## config.mk

```make
export PLATFORM = sky130hd
export DESIGN_NAME = fpu_mul_nrm_rnd_pipe
export DESIGN_NICKNAME = d
export VERILOG_FILES = /design/src/rtl/fpu_mul_nrm_rnd_pipe.sv
export SDC_FILE = /design/constraint.sdc
export NUM_CORES = 2
export LEC_CHECK = 0
export BUFFER_PORTS_ARGS = -buffer_cell sky130_fd_sc_hd__buf_2
export CORE_UTILIZATION = 40
export DETAILED_ROUTE_END_ITERATION = 7
export GPL_TIMING_DRIVEN = 0
export PLACE_DENSITY = 0.64
export SETUP_SLACK_MARGIN = 0.4
export SYNTH_ARGS = -nofsm -noshare
export SYNTH_HDL_FRONTEND = slang
export SYNTH_SLANG_ARGS = --single-unit
```

## constraint.sdc

```tcl
create_clock -name rclk -period 10.7 [get_ports rclk]
set_input_delay 0 -clock rclk [delete_from_list [all_inputs] [get_ports rclk]]
set_output_delay 0 -clock rclk [all_outputs]
set_load 0.01 [all_outputs]
```

## src/rtl/fpu_mul_nrm_rnd_pipe.sv

```systemverilog
// Multiply fraction post-normalise / denormalise / round pipeline.
// S1 shifts the raw product and folds the low bits into a sticky bit,
// S2 picks the rounding increment for the active precision and rounding mode,
// S3 adds the increment and applies the overflow override.
// Optional: define FPU_MUL_NX_CNT_EN to add a saturating inexact-result counter.
module fpu_mul_nrm_rnd_pipe #(
    parameter int unsigned FRAC_W = 52,
    parameter int unsigned SNG_W  = 23,
    parameter int unsigned SH_W   = 7,
    localparam int unsigned PW    = 2 * FRAC_W + 2,
    localparam int unsigned NW    = FRAC_W + 3
) (
    input  logic              rclk,
    input  logic              arst,
    input  logic              step,
    input  logic              flush,
    input  logic              in_vld,
    input  logic [PW-1:0]     in_prod,
    input  logic [SH_W-1:0]   in_sh_cnt,
    input  logic              in_shr,
    input  logic              in_sng,
    input  logic [1:0]        in_rmode,
    input  logic              in_sign,
    input  logic              in_of,
    input  logic              in_to_max,
`ifdef FPU_MUL_NX_CNT_EN
    input  logic              nx_cnt_clr,
    output logic [15:0]       nx_cnt,
`endif
    output logic              out_vld,
    output logic [FRAC_W-1:0] out_frac,
    output logic              out_cout,
    output logic              out_msb,
    output logic              out_nx,
    output logic              out_neq0
);

    // Offset of the narrow-precision ulp inside the wide fraction field.
    localparam int unsigned SNG_OFF = FRAC_W - SNG_W;
    localparam logic [SH_W:0] PW_CNT = (SH_W + 1)'(PW);
    localparam logic [FRAC_W-1:0] SNG_KEEP = {{SNG_W{1'b1}}, {SNG_OFF{1'b0}}};
    localparam logic [FRAC_W-1:0] SNG_ULP = FRAC_W'(1) << SNG_OFF;
    localparam logic [FRAC_W-1:0] DBL_ULP = FRAC_W'(1);

    localparam logic [1:0] RM_RN = 2'b00;
    localparam logic [1:0] RM_RZ = 2'b01;
    localparam logic [1:0] RM_RP = 2'b10;
    localparam logic [1:0] RM_RM = 2'b11;

    logic v1, v2, v3;

    // S1 state
    logic [NW-1:0] s1_norm;
    logic          s1_msb;
    logic          s1_sng;
    logic [1:0]    s1_rmode;
    logic          s1_sign;
    logic          s1_of;
    logic          s1_to_max;

    // S2 state
    logic [FRAC_W-1:0] s2_frac;
    logic              s2_inc;
    logic              s2_nx;
    logic              s2_neq0;
    logic              s2_msb;
    logic              s2_sng;
    logic              s2_of;
    logic              s2_to_max;

    // S1 combinational
    logic [2*PW-1:0] shr_wide;
    logic [PW-1:0]   sh_t;
    logic            sh_lost;
    logic            s1_msb_d;
    logic [NW-1:0]   s1_norm_d;

    // S2 combinational
    logic              rd_lsb, rd_g, rd_r, rd_s, rd_x;
    logic              s2_inc_d;
    logic [FRAC_W-1:0] s2_frac_d;

    // S3 combinational
    logic [FRAC_W-1:0] ulp;
    logic [FRAC_W:0]   sum;
    logic [FRAC_W-1:0] s3_frac_d;
    logic              s3_cout_d;

    // Valid tracking; flush wins over step.
    always_ff @(posedge rclk or posedge arst) begin
        if (arst) begin
            v1 <= 1'b0;
            v2 <= 1'b0;
            v3 <= 1'b0;
        end else if (flush) begin
            v1 <= 1'b0;
            v2 <= 1'b0;
            v3 <= 1'b0;
        end else if (step) begin
            v1 <= in_vld;
            v2 <= v1;
            v3 <= v2;
        end
    end

    assign out_vld = v3;

    // S1: shift product, keep bits dropped off the bottom as sticky, pick the normalised window.
    always_comb begin
        // Product on top of a zero field so right-shifted-out bits land in the low half.
        shr_wide = {in_prod, {PW{1'b0}}} >> in_sh_cnt;
        sh_t     = '0;
        sh_lost  = 1'b0;
        if ({1'b0, in_sh_cnt} >= PW_CNT) begin
            sh_t    = '0;
            sh_lost = |in_prod;
        end else if (in_shr) begin
            sh_t    = shr_wide[2*PW-1:PW];
            sh_lost = |shr_wide[PW-1:0];
        end else begin
            sh_t = in_prod << in_sh_cnt;
        end
        s1_msb_d = sh_t[PW-1];
        if (s1_msb_d) begin
            s1_norm_d = {sh_t[PW-2:PW-NW], (|sh_t[PW-NW-1:0]) | sh_lost};
        end else begin
            s1_norm_d = {sh_t[PW-3:PW-NW-1], (|sh_t[PW-NW-2:0]) | sh_lost};
        end
    end

    // S1 registers.
    always_ff @(posedge rclk or posedge arst) begin
        if (arst) begin
            s1_norm   <= '0;
            s1_msb    <= 1'b0;
            s1_sng    <= 1'b0;
            s1_rmode  <= 2'b00;
            s1_sign   <= 1'b0;
            s1_of     <= 1'b0;
            s1_to_max <= 1'b0;
        end else if (step) begin
            s1_norm   <= s1_norm_d;
            s1_msb    <= s1_msb_d;
            s1_sng    <= in_sng;
            s1_rmode  <= in_rmode;
            s1_sign   <= in_sign;
            s1_of     <= in_of;
            s1_to_max <= in_to_max;
        end
    end

    // S2: locate lsb/guard/round/sticky for the active precision and decide the increment.
    always_comb begin
        if (s1_sng) begin
            rd_lsb    = s1_norm[SNG_OFF+3];
            rd_g      = s1_norm[SNG_OFF+2];
            rd_r      = s1_norm[SNG_OFF+1];
            rd_s      = |s1_norm[SNG_OFF:0];
            s2_frac_d = s1_norm[NW-1:3] & SNG_KEEP;
        end else begin
            rd_lsb    = s1_norm[3];
            rd_g      = s1_norm[2];
            rd_r      = s1_norm[1];
            rd_s      = s1_norm[0];
            s2_frac_d = s1_norm[NW-1:3];
        end
        rd_x = rd_g | rd_r | rd_s;
        case (s1_rmode)
            RM_RN:   s2_inc_d = rd_g & (rd_lsb | rd_r | rd_s);
            RM_RZ:   s2_inc_d = 1'b0;
            RM_RP:   s2_inc_d = ~s1_sign & rd_x;
            RM_RM:   s2_inc_d = s1_sign & rd_x;
            default: s2_inc_d = 1'b0;
        endcase
    end

    // S2 registers.
    always_ff @(posedge rclk or posedge arst) begin
        if (arst) begin
            s2_frac   <= '0;
            s2_inc    <= 1'b0;
            s2_nx     <= 1'b0;
            s2_neq0   <= 1'b0;
            s2_msb    <= 1'b0;
            s2_sng    <= 1'b0;
            s2_of     <= 1'b0;
            s2_to_max <= 1'b0;
        end else if (step) begin
            s2_frac   <= s2_frac_d;
            s2_inc    <= s2_inc_d;
            s2_nx     <= rd_x;
            s2_neq0   <= |s1_norm;
            s2_msb    <= s1_msb;
            s2_sng    <= s1_sng;
            s2_of     <= s1_of;
            s2_to_max <= s1_to_max;
        end
    end

    // S3: add the increment at the active lsb; overflow replaces the sum.
    always_comb begin
        ulp = s2_sng ? SNG_ULP : DBL_ULP;
        sum = {1'b0, s2_frac} + {1'b0, (s2_inc ? ulp : '0)};
        if (s2_of) begin
            s3_frac_d = s2_to_max ? (s2_sng ? SNG_KEEP : '1) : '0;
            s3_cout_d = 1'b0;
        end else begin
            s3_frac_d = sum[FRAC_W-1:0];
            s3_cout_d = sum[FRAC_W];
        end
    end

    // S3 output registers.
    always_ff @(posedge rclk or posedge arst) begin
        if (arst) begin
            out_frac <= '0;
            out_cout <= 1'b0;
            out_msb  <= 1'b0;
            out_nx   <= 1'b0;
            out_neq0 <= 1'b0;
        end else if (step) begin
            out_frac <= s3_frac_d;
            out_cout <= s3_cout_d;
            out_msb  <= s2_msb;
            out_nx   <= s2_nx;
            out_neq0 <= s2_neq0;
        end
    end

`ifdef FPU_MUL_NX_CNT_EN
    // Saturating count of inexact results entering S3; clear has priority.
    always_ff @(posedge rclk or posedge arst) begin
        if (arst) begin
            nx_cnt <= 16'h0000;
        end else if (nx_cnt_clr) begin
            nx_cnt <= 16'h0000;
        end else if (step && v2 && s2_nx && (nx_cnt != 16'hFFFF)) begin
            nx_cnt <= nx_cnt + 16'h0001;
        end
    end
`endif

endmodule

```

== Word-level counts from Yosys, hierarchy flattened ==
Index checks and enable logic that the tools add are counted.

* $lt $le $gt $ge: 1
* Add/sub/neg operators: 1
* Muxes and demuxes: 23
* Reductions and logical operators: 8
* Shift operators: 2
* Eq/ne operators: 3
* Bitwise gates (word level): 10

{| class="wikitable"
|+ Operators with widths
! cell !! number
|-
| $mux W106 || 2
|-
| $reduce_or A106 Y1 || 2
|-
| $shr A212 B7 Y212 || 1
|-
| $shl A106 B7 Y106 || 1
|-
| $mux W52 || 2
|-
| $mux W30 || 2
|-
| $mux W29 || 2
|-
| $mux W55 || 1
|-
| $reduce_or A55 Y1 || 1
|-
| $add A52 B30 Y53 || 1
|-
| $reduce_or A51 Y1 || 1
|-
| $reduce_or A50 Y1 || 1
|-
| $reduce_or A30 Y1 || 1
|-
| $mux W1 || 13
|-
| $ge A7 B7 Y1 const B || 1
|-
| $or A1 B1 Y1 || 6
|-
| $eq A2 B2 Y1 const B || 2
|-
| $pmux W1 S4 || 1
|-
| $and A1 B1 Y1 || 3
|-
| $eq A2 B1 Y1 const B || 1
|-
| $logic_not A2 Y1 || 1
|-
| $reduce_bool A2 Y1 || 1
|-
| $not A1 Y1 || 1
|}

* Bits in registers: 180
* Word-level logic and storage cells: 71
* Input bits: 125
* Output and inout bits: 57

== Longest topological paths before layout ==
* Depth after elaboration: 6
* Gate-level depth with buffers: 18
* Depth with buffers taken out: 14

== Worst setup path before layout ==
No wires, ideal clock.

* Path type: input port to flip-flop
* Start point: input in_sh_cnt[0]
* End point: register s1_norm[0]
* Slack: 7.161 ns
* Arrival: 3.400 ns
* Stages on the path: 16
* Required time: 10.561 ns
* Buffers on the path: 7
* Setup time: 0.139 ns
* Cell sequence: buf_6 > buf_8 > buf_8 > buf_6 > buf_6 > buf_2 > buf_4 > mux4_2 > mux2i_1 > nand3_1 > o211ai_1 > o211ai_1 > o31ai_1 > a311o_2 > o211ai_1 > or4b_1

* Cells in the longest elaborated chain, start to end: 6
* Elaborated cells on any way between the ends: 13
* Those cells by class: order compare (1); shift (2); mux (5); bitwise (2); reduce/logical (3)

{| class="wikitable"
|+ RTL lines
! what !! line !! source
|-
| from (decl) || 19 || <nowiki>input logic [SH_W-1:0] in_sh_cnt,</nowiki>
|-
| $shr A212 B7 Y212 or $shl A106 B7 Y106 (tied branches) || 111, 121 ||
|-
| $reduce_or A106 Y1 or $mux W106 (tied branches) || 119, 117 ||
|-
| $mux W1 or $mux W106 (tied branches) || 117, 114 ||
|-
| $mux W1, or another cell as far along || 114 || <nowiki>if ({1'b0, in_sh_cnt} >= PW_CNT) begin</nowiki>
|-
| $or A1 B1 Y1 (on tied branches) || 127, 125 ||
|-
| $mux W55 * || 124 || <nowiki>if (s1_msb_d) begin</nowiki>
|-
| to (signal assigned) || 142 || <nowiki>s1_norm <= s1_norm_d;</nowiki>
|-
| to (decl) || 53 || <nowiki>logic [NW-1:0] s1_norm;</nowiki>
|}

Mark *: on every way between the ends. The rest lies on a longest branch, timed or not.
A chain may end at the register's enable or synchronous reset.

== Worst setup path after layout ==
* Start point: input in_sh_cnt[2]
* End point: register s1_norm[0]

Same word-level chain as after synthesis.

==> reports/results.env <==
PLACED_CELL_AREA_UM2=25500
FMAXACHIEVABLE_MHz=159
SYNTH_TOP_CELL_AREA_SHARE=0.191
PATH_COMMON_CELL='buf_2'
GLOBAL_ROUTE.USAGE.MET1=0.661
CELLPOWERDENSITY_nW_PER_UM2=124
STATIC-LEAKAGE-POWER_nW=10.4
YS_SEQ_ELEMENTS=180
CTS_SETUP_BUFFERS=0
CRITICAL_R2R_LAUNCH='s2_sng'
PRE_REPAIR_DR_ITERATION_COUNT=6
GRT_UTIL_MET2=0.650
SWSHARE=0.476
VIOLATIONS='max-capacitance violations, max-slew violations'
WORST_R2R_PATH_DEPTH=12
GRT_REMAINING_OVERFLOW=0
CTS-BUFFERS-INSERTED=17
SYNTHESIS.YOSYS.WARNINGS=0
ROWS=88
CLOCK_PATH_BUFFERS=2
GRT_START_MAX_NET_PINS=130
FINAL_CELL_MIX='nand2_1 (254), mux2_2 (240), mux2i_1 (230)'
CRITICAL_PATH.STARTPOINT_TYPE='input port'
SEQ_POWER_SHARE=0.273
TIMING_WORST_SLEW_PIN_VALUE_NS=1.53
CRIT_FANOUT=10
WORST_R2R_ENDPOINT='out_frac[51]'
GRT_FIRST_PASS_WIRELENGTH_MM=202
MAX-VDD-IR-DROP_mV=0.113
PROPORTION_OF_LAYOUT_CELLS_WITH_A_DRIVE_SUFFIX_ABOVE_1=0.272
TIMING.FINAL.MAX_SLEW_VIOLATIONS=3
DIE_WIDTH_UM=245
NNETSFINAL=2862
DESIGN.DIE.AREA_UM2=60000
FINAL_HOLD_VIOL_COUNT=0
OUTCOME='finished, violations left'
INSERTION_DELAY_NS=0.46
CP.ARRIVAL_NS=6.60
TOTALWIRELENGTH_MM=149
MAX-CAP-VIOLATIONS=3
GRT_ANTENNA_BEFORE_REPAIR=8
TRITONCTS='yes'
GRT_PASS1_VIAS=25200
VIA_COUNT=27100
SWITCHINGPOWER_mW=1.55
MOST_COMMON_CELL_AFTER_LAYOUT_FILL_AND_TAPS_ASIDE='nand2_1'
HTREEDEPTH=4
COMB_POWER_SHARE=0.518
SYNTH_CELL_TYPES=86
POSTSYNTH.ASYNCRESETSHARE=1.00
WORSTPATHREQUIRED_NS=11.02
SYNTHESIS.NETS=2655
CLKTRANSATPATHREGS_NS=0.08
YS.FLOP_TYPE='dfrtp_1'
POWER.CLOCK.FRACTION=0.208
ROUTE.DETAILED.DRC=0
FLOORPLAN.INITIALDENSITY=0.407
CLOCK-SKEW-FINAL_NS=0.0168
FINAL_SETUP_VIOLATIONS=0
P_TOTAL_mW=3.25
ROUTEDWLPERCELL_UM=42.3
GP_ROUTABILITY_CONGESTION=1.12
IO_BUFFER_COUNT=176
POST_SYNTHESIS_AVERAGE_CELL_AREA_UM2=9.35
GRT_BUSIEST_LAYER='met1'
CPMAXSTAGEDELAYCELL='buf_1'
CORE_AREA_UM2=58000
GRT_UTIL_MET3=0.233
SYNTH-SEQ-AREA-SHARE=0.191
CRITICAL_PATH.CELL_CHAIN='buf_2 > inv_2 > buf_2 > buf_2 > buf_1 > buf_1 > mux2i_1 > nand2_1 > o221ai_1 > o21ai_0 > a21oi_1 > o22ai_1 > a21oi_1 > a311oi_1 > or4b_1'
LAYOUT_WORST_PATH_CYCLE_SHARE=0.587
FINALCRITICALPERIOD_NS=6.28
TIMING.HOLD.WORST.CLASS='in -> async'
SYNTH.AREA.TOP_CELLS='dfrtp_1 (19%), mux4_2 (19%), mux2_2 (11%), mux2i_1 (9.7%), nand2_1 (4.0%)'
POST-ROUTE-CELL-AREA_UM2=26300
CTS.SINK_COUNT=180
UNREPAIRED_SETUP_ENDPOINTS_AFTER_GLOBAL_ROUTING='no'
TIMING.SLEW.HEADROOM=-0.0288
DIE_H_UM=245
SYNTH-EDFF-COUNT=0
AREA_DELTA_SYNTH_FINAL_PCT=11.2
NUMBER_OF_INSTANCES_IN_THE_SYNTHESIZED_NETLIST=2527
SYNTH.LARGEST_AREA_CELL='dfrtp_1'
IO-PIN-COUNT=182
MAX_STAGE_DELAY_NS=1.12
INTPOWER_mW=1.71
ROUTED_VIA_DENSITY=7.70
ROOT_BUFFER='clkbuf_16'
MAPPEDNETLISTAREA_UM2=23600
ANT_NETS=0
DETAILED_PLACE_HPWL_MM=120
CRITICAL_PATH.ENDPOINT_TYPE='flip-flop'
TNS_NS=0
DRT-INITIAL-DRC-COUNT=4695
TIMING_WORST_SETUP_PATH_TYPE='in -> reg'
GLOBAL_ROUTE.USAGE.TOTAL=0.486
R2R_SETUP_SLACK_NS=6.21
[per-layer routing]
metal  up-vias  routed length [µm]  part of all wire
met3       486               25100              0.17
met4        12                7430             0.050
met2      2733               57600              0.39
met5         -                 217            0.0015
li1      10400                   -                 -
met1     13500               58600              0.39
[cell type report]
type                            instances  area (µm²)
Fill cell                            5543       31800
Buffer                                235        1140
Sequential cell                       180        4500
Inverter                               51         199
Clock inverter                         15         225
Clock buffer                           17         425
Timing Repair Buffer                  188        1010
Antenna cell                            9        22.5
Multi-Input combinational cell       2061       17800
Tap cell                              765         957
[power groups by stage]
stage | sequential (mW) | combinational (mW) | clock (mW)
3_3_place_gp | 0.887 | 1.57 | 0
5_1_grt | 0.899 | 1.69 | 0.711
6_report | 0.890 | 1.69 | 0.678
3_5_place_dp | 0.897 | 1.56 | 0
4_1_cts | 0.884 | 1.58 | 0.679
2_1_floorplan | 0.883 | 0.891 | 0
[critical path: cells and delay by family]
family | cells | cell delay [ns]
AO/OA/AOI/OAI | 6 | 1.75
AND/OR/NAND/NOR | 2 | 0.67
buffers and inverters | 6 | 3.12
multiplexers | 1 | 1.02
[registers in the layout, summed over array words and instances, names as in the netlist]
signal / count
s1_sign: 1
out_cout: 1
s2_sng: 1
out_nx: 1
s1_sng: 1
s2_msb: 1
s1_to_max: 1
out_frac: 52
s2_to_max: 1
s2_nx: 1
out_vld: 1
s2_frac: 52
v1: 1
s1_msb: 1
s1_of: 1
s2_neq0: 1
s1_rmode: 2
out_neq0: 1
s2_of: 1
v2: 1
s2_inc: 1
s1_norm: 55
out_msb: 1
[synthesized netlist by cell type (10+ instances only)]
| master | instances |
|---|---|
| buf_6 | 13 |
| mux4_1 | 13 |
| dfrtp_1 | 180 |
| and2_1 | 14 |
| nor4_1 | 52 |
| nor3_1 | 41 |
| o31ai_1 | 13 |
| nand2_1 | 254 |
| a21oi_1 | 87 |
| mux2_2 | 240 |
| buf_2 | 44 |
| nor2_1 | 209 |
| mux4_2 | 200 |
| inv_1 | 47 |
| o22ai_1 | 73 |
| a22o_1 | 17 |
| a22oi_1 | 17 |
| buf_1 | 39 |
| a211oi_1 | 22 |
| o21a_1 | 10 |
| and3_1 | 17 |
| o21ai_0 | 124 |
| or3_1 | 16 |
| xnor2_1 | 40 |
| nand3_1 | 47 |
| o22a_1 | 44 |
| nand4_1 | 35 |
| a31oi_1 | 26 |
| clkbuf_1 | 126 |
| o2bb2ai_1 | 16 |
| mux2i_1 | 230 |
| o211ai_1 | 29 |
| o221ai_1 | 12 |
[how the worst max path moves through the flow]
| stage | start | endpoint | slack [ns] | cells past startpoint |
|---|---|---|---|---|
| after floorplan | arst | out_cout | 5.81 | 1 |
| after global routing | in_sh_cnt[2] | s1_norm[0] | 4.60 | 14 |
| final | in_sh_cnt[2] | s1_norm[0] | 4.42 | 15 |
| after CTS | in_sh_cnt[2] | s1_norm[0] | 4.98 | 14 |
| after detailed placement | in_sh_cnt[2] | s1_norm[0] | 4.51 | 14 |
| after global placement | arst | s1_norm[38] | 4.31 | 2 |
[metrics by stage]
stage / std cells / worst slack (ns) / hold slack (ns) / utilization
2_1_floorplan: 2527 / 5.81 / 0.0664 / -
3_3_place_gp: 3468 / 4.31 / 0.183 / 0.439
3_5_place_dp: 3471 / 4.51 / 0.0284 / 0.439
6_report: 3521 / 4.42 / 0.0912 / 0.453
4_1_cts: 3512 / 4.98 / 0.0887 / 0.452
5_1_grt: 3512 / 4.60 / 0.110 / 0.452
[kinds of logic (layout without fill, tap and decap cells)]
family | after synthesis | after routing | share of synthesized area
other | 0 | 9 | 0
buffers and inverters | 286 | 506 | 0.0563
AOI/OAI and AO/OA | 585 | 585 | 0.169
DFF | 180 | 180 | 0.191
muxes | 687 | 687 | 0.419
and+or+nand+nor | 739 | 739 | 0.145
adders and majority gates | 3 | 3 | 0.00159
xor gates and xnor gates | 47 | 47 | 0.0174
[repair_timing]
action,CTS,global route
endpoints found under the hold margin,60,0
resized for setup,0,0
hold buffers,9,0
Power figures use the tool's default switching activity.
